==> src/rtl/rr_arb_pkg.sv <==
// ---------------------------------------------------------------------------
// rr_arb_pkg
// Shared constants and types for the 8-way round-robin arbiter.
//   N_REQ   : number of requesters (fixed at 8)
//   IDX_W   : width of a requester index (log2 of N_REQ)
//   idx_t   : requester index type
//   state_e : arbiter FSM states (IDLE, GRANT, GAP)
// ---------------------------------------------------------------------------
package rr_arb_pkg;

    localparam int N_REQ = 8;
    localparam int IDX_W = 3;

    typedef logic [IDX_W-1:0] idx_t;

    typedef enum logic [1:0] {
        IDLE  = 2'd0,
        GRANT = 2'd1,
        GAP   = 2'd2
    } state_e;

endpackage

==> src/rtl/dec3to8_en.sv <==
// ---------------------------------------------------------------------------
// dec3to8_en
// Combinational 3-to-8 one-hot decoder with enable.
// Ports:
//   idx [2:0] : index to decode
//   en        : when 0 the output is all zero
//   y   [7:0] : one-hot of idx when en=1, else zero
// ---------------------------------------------------------------------------
module dec3to8_en
    import rr_arb_pkg::*;
(
    input  logic [IDX_W-1:0] idx,
    input  logic             en,
    output logic [N_REQ-1:0] y
);

    always_comb begin
        y = '0;
        if (en) begin
            y[idx] = 1'b1;
        end
    end

endmodule

==> src/rtl/rr_arbiter_8.sv <==
// ---------------------------------------------------------------------------
// rr_arbiter_8
// Round-robin arbiter sharing one resource among 8 requesters. A winner keeps
// its grant until it drops its request or HOLD_MAX grant cycles elapse; every
// grant is followed by one idle GAP cycle so grants never overlap.
//
// Request/grant handshake: requester i raises req[i] and keeps it high for as
// long as it wants or uses the resource; it owns the resource exactly while
// gnt[i]=1. Dropping req[i] releases the resource; gnt falls one cycle later.
//
// Ports:
//   clk       : clock, rising edge
//   rst       : synchronous active-high reset
//   req [7:0] : request vector
//   gnt [7:0] : one-hot grant, zero when no grant is active
//   gnt_idx   : index of current or last granted requester
//   gnt_valid : high while a grant is active
//   timeout   : one-cycle pulse when a grant is revoked by HOLD_MAX
//   dbg_state : current FSM state (state_e encoding)
//
// Parameter HOLD_MAX: maximum consecutive grant cycles, 0 disables the limit.
// Build option RR_ARB_PRIO0_EN: requester 0 wins every arbitration it takes
// part in (never preempts an active grant); the pointer still rotates.
// ---------------------------------------------------------------------------
module rr_arbiter_8
    import rr_arb_pkg::*;
#(
    parameter int unsigned HOLD_MAX = 15
) (
    input  logic             clk,
    input  logic             rst,
    input  logic [N_REQ-1:0] req,
    output logic [N_REQ-1:0] gnt,
    output logic [IDX_W-1:0] gnt_idx,
    output logic             gnt_valid,
    output logic             timeout,
    output logic [1:0]       dbg_state
);

    localparam int unsigned     CNT_W      = (HOLD_MAX < 2) ? 1 : $clog2(HOLD_MAX + 1);
    localparam logic [CNT_W-1:0] HOLD_SAT  = CNT_W'(HOLD_MAX);
    localparam logic [CNT_W-1:0] HOLD_LAST = CNT_W'((HOLD_MAX == 0) ? 0 : HOLD_MAX - 1);
    localparam logic             TIMEOUT_EN = (HOLD_MAX != 0);

    state_e           state_q, state_d;
    idx_t             idx_q, idx_d;
    logic             valid_q, valid_d;
    logic             timeout_q, timeout_d;
    idx_t             ptr_q, ptr_d;
    logic [CNT_W-1:0] hold_q, hold_d;
    idx_t             win;

    // First set bit of r scanning p, p+1, ... with 3-bit wraparound.
    function automatic idx_t rr_pick(input logic [N_REQ-1:0] r, input idx_t p);
        idx_t pick;
        idx_t cand;
        logic found;
        pick  = p;
        found = 1'b0;
        for (int i = 0; i < N_REQ; i++) begin
            cand = p + idx_t'(i);
            if (!found && r[cand]) begin
                pick  = cand;
                found = 1'b1;
            end
        end
        return pick;
    endfunction

    always_comb begin
`ifdef RR_ARB_PRIO0_EN
        win = req[0] ? idx_t'(0) : rr_pick(req, ptr_q);
`else
        win = rr_pick(req, ptr_q);
`endif
    end

    always_comb begin
        state_d   = state_q;
        idx_d     = idx_q;
        valid_d   = valid_q;
        timeout_d = 1'b0;
        ptr_d     = ptr_q;
        hold_d    = hold_q;
        case (state_q)
            IDLE, GAP: begin
                valid_d = 1'b0;
                state_d = IDLE;
                if (|req) begin
                    idx_d   = win;
                    valid_d = 1'b1;
                    hold_d  = '0;
                    state_d = GRANT;
                end
            end
            GRANT: begin
                hold_d = (hold_q == HOLD_SAT) ? hold_q : hold_q + CNT_W'(1);
                // A voluntary drop wins over a coinciding timeout.
                if (!req[idx_q]) begin
                    valid_d = 1'b0;
                    ptr_d   = idx_q + idx_t'(1);
                    state_d = GAP;
                end else if (TIMEOUT_EN && (hold_q == HOLD_LAST)) begin
                    valid_d   = 1'b0;
                    ptr_d     = idx_q + idx_t'(1);
                    timeout_d = 1'b1;
                    state_d   = GAP;
                end
            end
            default: begin
                valid_d = 1'b0;
                state_d = IDLE;
            end
        endcase
    end

    always_ff @(posedge clk) begin
        if (rst) begin
            state_q   <= IDLE;
            idx_q     <= '0;
            valid_q   <= 1'b0;
            timeout_q <= 1'b0;
            ptr_q     <= '0;
            hold_q    <= '0;
        end else begin
            state_q   <= state_d;
            idx_q     <= idx_d;
            valid_q   <= valid_d;
            timeout_q <= timeout_d;
            ptr_q     <= ptr_d;
            hold_q    <= hold_d;
        end
    end

    dec3to8_en u_dec (
        .idx (idx_q),
        .en  (valid_q),
        .y   (gnt)
    );

    assign gnt_idx   = idx_q;
    assign gnt_valid = valid_q;
    assign timeout   = timeout_q;
    assign dbg_state = state_q;

endmodule

==> config.mk <==
export PLATFORM = sky130hd
export DESIGN_NAME = rr_arbiter_8
export DESIGN_NICKNAME = d
export VERILOG_FILES = /design/src/rtl/rr_arb_pkg.sv /design/src/rtl/dec3to8_en.sv /design/src/rtl/rr_arbiter_8.sv
export SDC_FILE = /design/constraint.sdc
export NUM_CORES = 1
export LEC_CHECK = 0
export ABC_AREA = 1
export BUFFER_PORTS_ARGS = -buffer_cell sky130_fd_sc_hd__buf_2
export CAP_MARGIN = 10
export CELL_PAD_IN_SITES_DETAIL_PLACEMENT = 0
export CELL_PAD_IN_SITES_GLOBAL_PLACEMENT = 2
export CORE_UTILIZATION = 31
export DETAILED_ROUTE_END_ITERATION = 10
export PLACE_DENSITY_LB_ADDON = 0.12
export REMOVE_ABC_BUFFERS = 1
export SETUP_SLACK_MARGIN = 0.02
export SLEW_MARGIN = 20
export SYNTH_ARGS = -nofsm -noshare
export SYNTH_HDL_FRONTEND = slang
export SYNTH_SLANG_ARGS = --single-unit
==> constraint.sdc <==
create_clock -name clk -period 4.6 [get_ports clk]
set_input_delay 0.23 -clock clk [delete_from_list [all_inputs] [get_ports clk]]
set_output_delay 0.23 -clock clk [all_outputs]
set_load 0.05 [all_outputs]
== After elaboration in Yosys (flattened, before gate mapping) ==
Index checks and enable logic that the tools add are counted.

* $add $sub $neg: 9
* Order comparisons: 10
* Eq/ne operators: 8
* Multiplexer cells: 49
* Bitwise operators: 2
* Reductions and logical operators: 23

{| class="wikitable"
|+ Operators with widths
! kind !! count
|-
| 3-bit by 4-bit < comparator with 1-bit output (second input constant) || 9
|-
| 1-bit binary-select mux with 3-bit select || 9
|-
| 3-bit two-way mux || 9
|-
| 1-bit two-way mux || 22
|-
| 3-bit adder (second input constant) || 4
|-
| 4-bit equality test (second input constant) || 2
|-
| 1-bit logical AND || 8
|-
| 4-bit two-way mux || 2
|-
| 8-bit two-way mux || 1
|-
| 4-bit one-hot mux with 2 select lines || 1
|-
| 8-bit OR reduction || 1
|-
| 1-bit zero test || 7
|-
| 3-bit by 1-bit adder with 3-bit output (second input constant) || 2
|-
| 3-bit by 2-bit adder with 3-bit output (second input constant) || 2
|-
| 4-bit by 1-bit adder with 4-bit output (second input constant) || 1
|-
| 2-bit two-way mux || 2
|-
| 2-bit inequality test (second input constant) || 2
|-
| 2-bit one-hot mux with 2 select lines || 1
|-
| 2-bit AND reduction || 2
|-
| 1-bit demux with 3-bit select || 1
|-
| 3-bit by 1-bit greater-or-equal comparator with 1-bit output (second input constant) || 1
|-
| 3-bit inequality test (second input constant) || 1
|-
| 3-bit AND reduction || 1
|-
| 3-bit OR reduction || 1
|-
| 8 further kinds || 9
|}

* Register bits after elaboration: 14
* Input bits: 10
* Word-level logic and storage cells: 107

== Depth between registers and ports, before layout ==
* Depth after elaboration: 24
* Gate-level depth with buffers: 20

== By module ==
From an unflattened synthesis, not the netlist that was laid out.

* Cell total of the unflattened synthesis: 245
* Area total of the unflattened synthesis: 1512.7 sq um

{| class="wikitable"
|+ By module, submodules not included
! module !! times used !! cells an instance !! area each (sq um) !! seq. area each (sq um)
|-
| rr_arbiter_8 || 1 || 228 || 1448.9 || 280.3
|-
| dec3to8_en || 1 || 17 || 63.8 || 0.0
|}

== Least setup slack after synthesis ==
OpenSTA, ideal clock, no wires.

* Path kind: flip-flop to flip-flop
* Start point: reg ptr_q[1]
* End point: reg idx_q[2] (netlist: gnt_idx[2])
* Setup time: 0.114 ns
* Arrival: 2.067 ns
* Data required time: 4.486 ns
* Slack: 2.419 ns
* Stages on the path, launching flop included: 20
* Buffers on the path: 1
* Cells stage by stage: dfxtp_1 buf_6 inv_2 ha_1 inv_1 nand3_1 nand2_1 nand2_1 nand2_2 nand2_4 nor2_8 nand2_4 nor2_4 nand2_2 o21ai_1 inv_1 nand2_1 nand2_1 nand2_1 nand2_1

* Word-level cells in the longest chain between the ends: 24

{| class="wikitable"
|+ RTL lines
! item !! RTL line !! source
|-
| start: declaration || rr_arbiter_8.sv:49 || <nowiki>idx_t ptr_q, ptr_d;</nowiki>
|-
| start signal: assignment || rr_arbiter_8.sv:130 || <nowiki>ptr_q <= ptr_d;</nowiki>
|-
| branches (longest 23 deep; another with 3-bit by 1-bit adder with 3-bit output) || -- ||
|-
| 3-bit two-way mux (*) || rr_arbiter_8.sv:62 || <nowiki>if (!found && r[cand]) begin</nowiki>
|-
| end signal: assignment || rr_arbiter_8.sv:127 || <nowiki>idx_q <= idx_d;</nowiki>
|-
| end: declaration || rr_arbiter_8.sv:46 || <nowiki>idx_t idx_q, idx_d;</nowiki>
|}

Mark *: on every way between the ends. The select of a mux whose other input is x is not followed.
A chain may end at the register's enable or synchronous reset.

== Worst setup path after layout ==
* Start point: reg ptr_q[0]
* End point: reg idx_q[2] (netlist: gnt_idx[2])

The elaborated chain is that of the path after synthesis.

==> results list <==
- Outcome: complete, no violations
* Share of the clock period used by the worst path: 58.9%
* Max Cap Violations: 0
- Cell with the most instances after synthesis: sky130_fd_sc_hd__nand2_1
- Setup repair after global routing left no endpoint under its margin.
- Hold Buf Count CTS: 0
- NetSw: 565 µW
- Static timing analysis puts the maximum clock frequency at 369 MHz.
- Areal power density over the cells: 617 nW/µm²
- The initialized floorplan defines 24 standard-cell rows.
* Class of the worst hold path: in -> reg
* Number of antenna-violating nets in the routed design: 0
- After synthesis, the share of flip-flops with an asynchronous set or reset is 0%.
* Starting utilization of the core area: 32.5%
- Endpoint type of the worst setup path: register
- Fill cell total of the finished layout: 491
* Area of the core region: 4350 µm²
- Final layout net count: 271
- The routed design has 3790 µm of wire.
* Post-route DRC violation count: 0
- Pre-CTS WS: 1.90 ns
- In this run the mean area of a mapped cell was 6.12 µm².
- Actual slew at the worst max-slew pin: 0.640 ns
- Netlist Area Pre-Place: 1410 µm²
- Largest stage delay on the critical path: 0.57 ns
- Leakage: 0.000837 µW
* Sequential Power Share: 20.8%
* Overflow after GRT: 0
- Setup violations remaining at the end of the flow were counted as 0.
- Number of warnings reported in the yosys synthesis log: 0
* Portion of total power attributed to the clock network: 9.9%
- Area of combinational cells with multiple inputs: 995 µm²
- TritonCTS built the clock tree.
- Cell type contributing the most total cell area after synthesis: sky130_fd_sc_hd__dfxtp_1
- The via count of the first global-routing pass is 1358.
* Count of cell types in the netlist: 35
* Switching power share of the total: 57.3%
- Main area contributors after synthesis: sky130_fd_sc_hd__dfxtp_1 (20%), sky130_fd_sc_hd__nand2_1 (18%), sky130_fd_sc_hd__nand3_1 (13%), sky130_fd_sc_hd__nor2_1 (7.4%), sky130_fd_sc_hd__inv_1 (5.8%)
* Maximum level of the CTS H-tree: 1
- Measured along the y axis, the die boundary spans 69.5 µm.
- In this run the post-CTS setup repair buffer count came out at 0.
- Clock sink total: 14
* Required time reported for the critical path endpoint: 4.74 ns
- On the final layout, the worst clock skew is 0.00394 ns.
- The number of buffers and inverters on the critical path is 3.
- Entering global routing, the biggest net connects 13 pins.
* Final worst slack: 1.89 ns
- The die is 69.5 µm wide.
* Via-to-Cell Ratio: 4.85
- Comb pwr share: 69.3%
* Register area: 280 µm²
- Synthesis handed over a netlist of 231 instances.
* Highest-delay cell along the critical path: sky130_fd_sc_hd__dfxtp_1
- Sum of negative setup slack: 0 ns
* Post-CTS resize count: 0
- The detailed router finished its first iteration with 74 violations.
- The detailed router placed 1484 vias in this run.
* Die area: 4840 µm²
* Drt wl/cell: 12.4 µm
* First-pass GRT wire length: 6550 µm
- Worst Setup Path Type: reg -> reg
- Largest voltage drop on the vdd net: 0.219 mV
- The later pin in the worst-skew pair is clocked with a latency of 0.24 ns.
- Synthesis inferred 14 register bits.
* Final critical delay including setup and external delays: 2.71 ns
- The synthesized design devotes to its leading area cell type 19.8% of total area.
* Crit path cell chain: inv_2 -> ha_1 -> inv_1 -> nand3_1 -> nand2_1 -> nand2_1 -> nand2_2 -> nand2_4 -> nor2_8 -> nand2_4 -> nor2_4 -> nand2_2 -> o21ai_1 -> inv_1 -> nand2_1 -> nand2_1 -> nand2_1 -> nand2_1
- Number of enable flip-flop cells after synthesis: 0
* Headroom to the max-slew limit: 57.3%
- Root cell of the clock tree: sky130_fd_sc_hd__clkbuf_8
- Initial antenna violation count: 0
- Among all flip-flop cells after synthesis, the most frequent one is sky130_fd_sc_hd__dfxtp_1.
* Proportion of synthesized chip area in sequential cells: 19.8%
* Boundary Pins: 25
- Diode count: 0
- The worst setup path is launched from a register.
- The congestion estimate from routability-driven global placement came to 0.810.
- Data arrival time of the critical path: 2.84 ns
- Top fanout value on the critical path: 12
- Clock-pin slew was measured on the worst setup and hold paths at 0.06 ns.
* Total count of hold-check failures in the final report: 0
* Overall track demand over capacity in global routing: 16.5%
- Synth-to-Final Area Change: 13.1%
* Cell repeated most along the worst path: sky130_fd_sc_hd__nand2_1
- The max-slew violation count was 0.
- Top delay family on crit path: simple AND/OR/NAND/NOR gates
* TritonCTS Buffers: 3
- No sink is reached through more buffers than the 2 on the longest clock path.
- By count the netlist is led by sky130_fd_sc_hd__nand2_1 (66), sky130_fd_sc_hd__nand3_1 (36), sky130_fd_sc_hd__nor2_1 (28), sky130_fd_sc_hd__inv_1 (22), sky130_fd_sc_hd__dfxtp_1 (14).
- Summed over all nets, the half-perimeter wirelength after detailed placement is 3090 µm.
- Input and output buffers added on the ports amount to 24.
- For this run, the detailed router's first-pass iteration total came to 4.
- Pint: 421 µW
- Of the cells placed in the final design, the portion with a size suffix greater than 1 is 16.9%.
## cells by family after synthesis
logic type | after synthesis | share of synthesized area, %
fa+ha+maj | 5 | 4.42
buf+inv | 30 | 9.82
simple gates | 144 | 46.2
xor+xnor | 8 | 7.35
compound gates | 30 | 12.4
flops | 14 | 19.8
## per-layer routing
| metal | up-vias | GRT usage [%] | part of all wire, % |
|---|---|---|---|
| met5 | - | 0 | 0 |
| met1 | 652 | 21.4 | 48 |
| met2 | 32 | 30.2 | 48 |
| li1 | 798 | - | - |
| met3 | 2 | 0.872 | 3.1 |
| met4 | 0 | 2.72 | 0.16 |
## area by class of cell
| type | instances | area share [%] |
|---|---|---|
| clock buffer | 3 | 2.58 |
| sequential | 14 | 17.5 |
| timing repair buffer | 24 | 7.51 |
| inverter | 26 | 6.10 |
| multi-input combinational | 187 | 62.2 |
| tap | 52 | 4.07 |
## final timing paths
path / from / endpoint / slack (ns) / cells after the start
worst min-delay path: rst / hold_q[0]$_SDFFE_PP0P_ / 0.27 / 2
worst max-delay path: ptr_q[0]$_SDFFE_PP0P_ / gnt_idx[2]$_SDFFE_PP0P_ / 1.89 / 18
worst min register to register: hold_q[3]$_SDFFE_PP0P_ / timeout$_SDFF_PP0_ / 0.54 / 2
worst max register to register: ptr_q[0]$_SDFFE_PP0P_ / gnt_idx[2]$_SDFFE_PP0P_ / 1.89 / 18
## cells in the final DEF, fill, tap and decap left out, types with 2 or more instances in the layout
cell,n
sky130_fd_sc_hd__nand3_1,36
sky130_fd_sc_hd__inv_2,3
sky130_fd_sc_hd__a21oi_1,9
sky130_fd_sc_hd__a211oi_1,2
sky130_fd_sc_hd__o21ai_1,3
sky130_fd_sc_hd__nand2_1,66
sky130_fd_sc_hd__ha_1,5
sky130_fd_sc_hd__xnor2_1,2
sky130_fd_sc_hd__o21ai_0,9
sky130_fd_sc_hd__dfxtp_1,14
sky130_fd_sc_hd__buf_2,24
sky130_fd_sc_hd__nor2_1,28
sky130_fd_sc_hd__inv_1,22
sky130_fd_sc_hd__nand2_2,4
sky130_fd_sc_hd__clkbuf_8,3
sky130_fd_sc_hd__xor2_1,3
sky130_fd_sc_hd__xor2_2,2
sky130_fd_sc_hd__nand2_4,2
## power groups by stage
stage	logic, µW	clock network [µW]	registers (µW)
floorplan	507	0	238
global placement	700	0	210
detailed placement	688	0	209
CTS	691	101	206
global route	780	106	213
finish	683	98.1	205
## metrics by stage
stage	total power, µW	hold slack (ns)	area, µm²	utilization, %	std cells
after floorplan	745	0.302	1370	-	227
after global placement	910	0.521	1560	35.8	303
after detailed placement	897	0.519	1560	35.8	303
after CTS	998	0.271	1600	36.7	306
after global routing	1100	0.284	1600	36.7	306
final	986	0.270	1600	36.7	306
## registers in the layout (all words and copies together), names as in the netlist
register	flops
ptr_q	3
hold_q	4
dbg_state	2
timeout	1
gnt_valid	1
gnt_idx	3
Power figures use the tool's default switching activity.
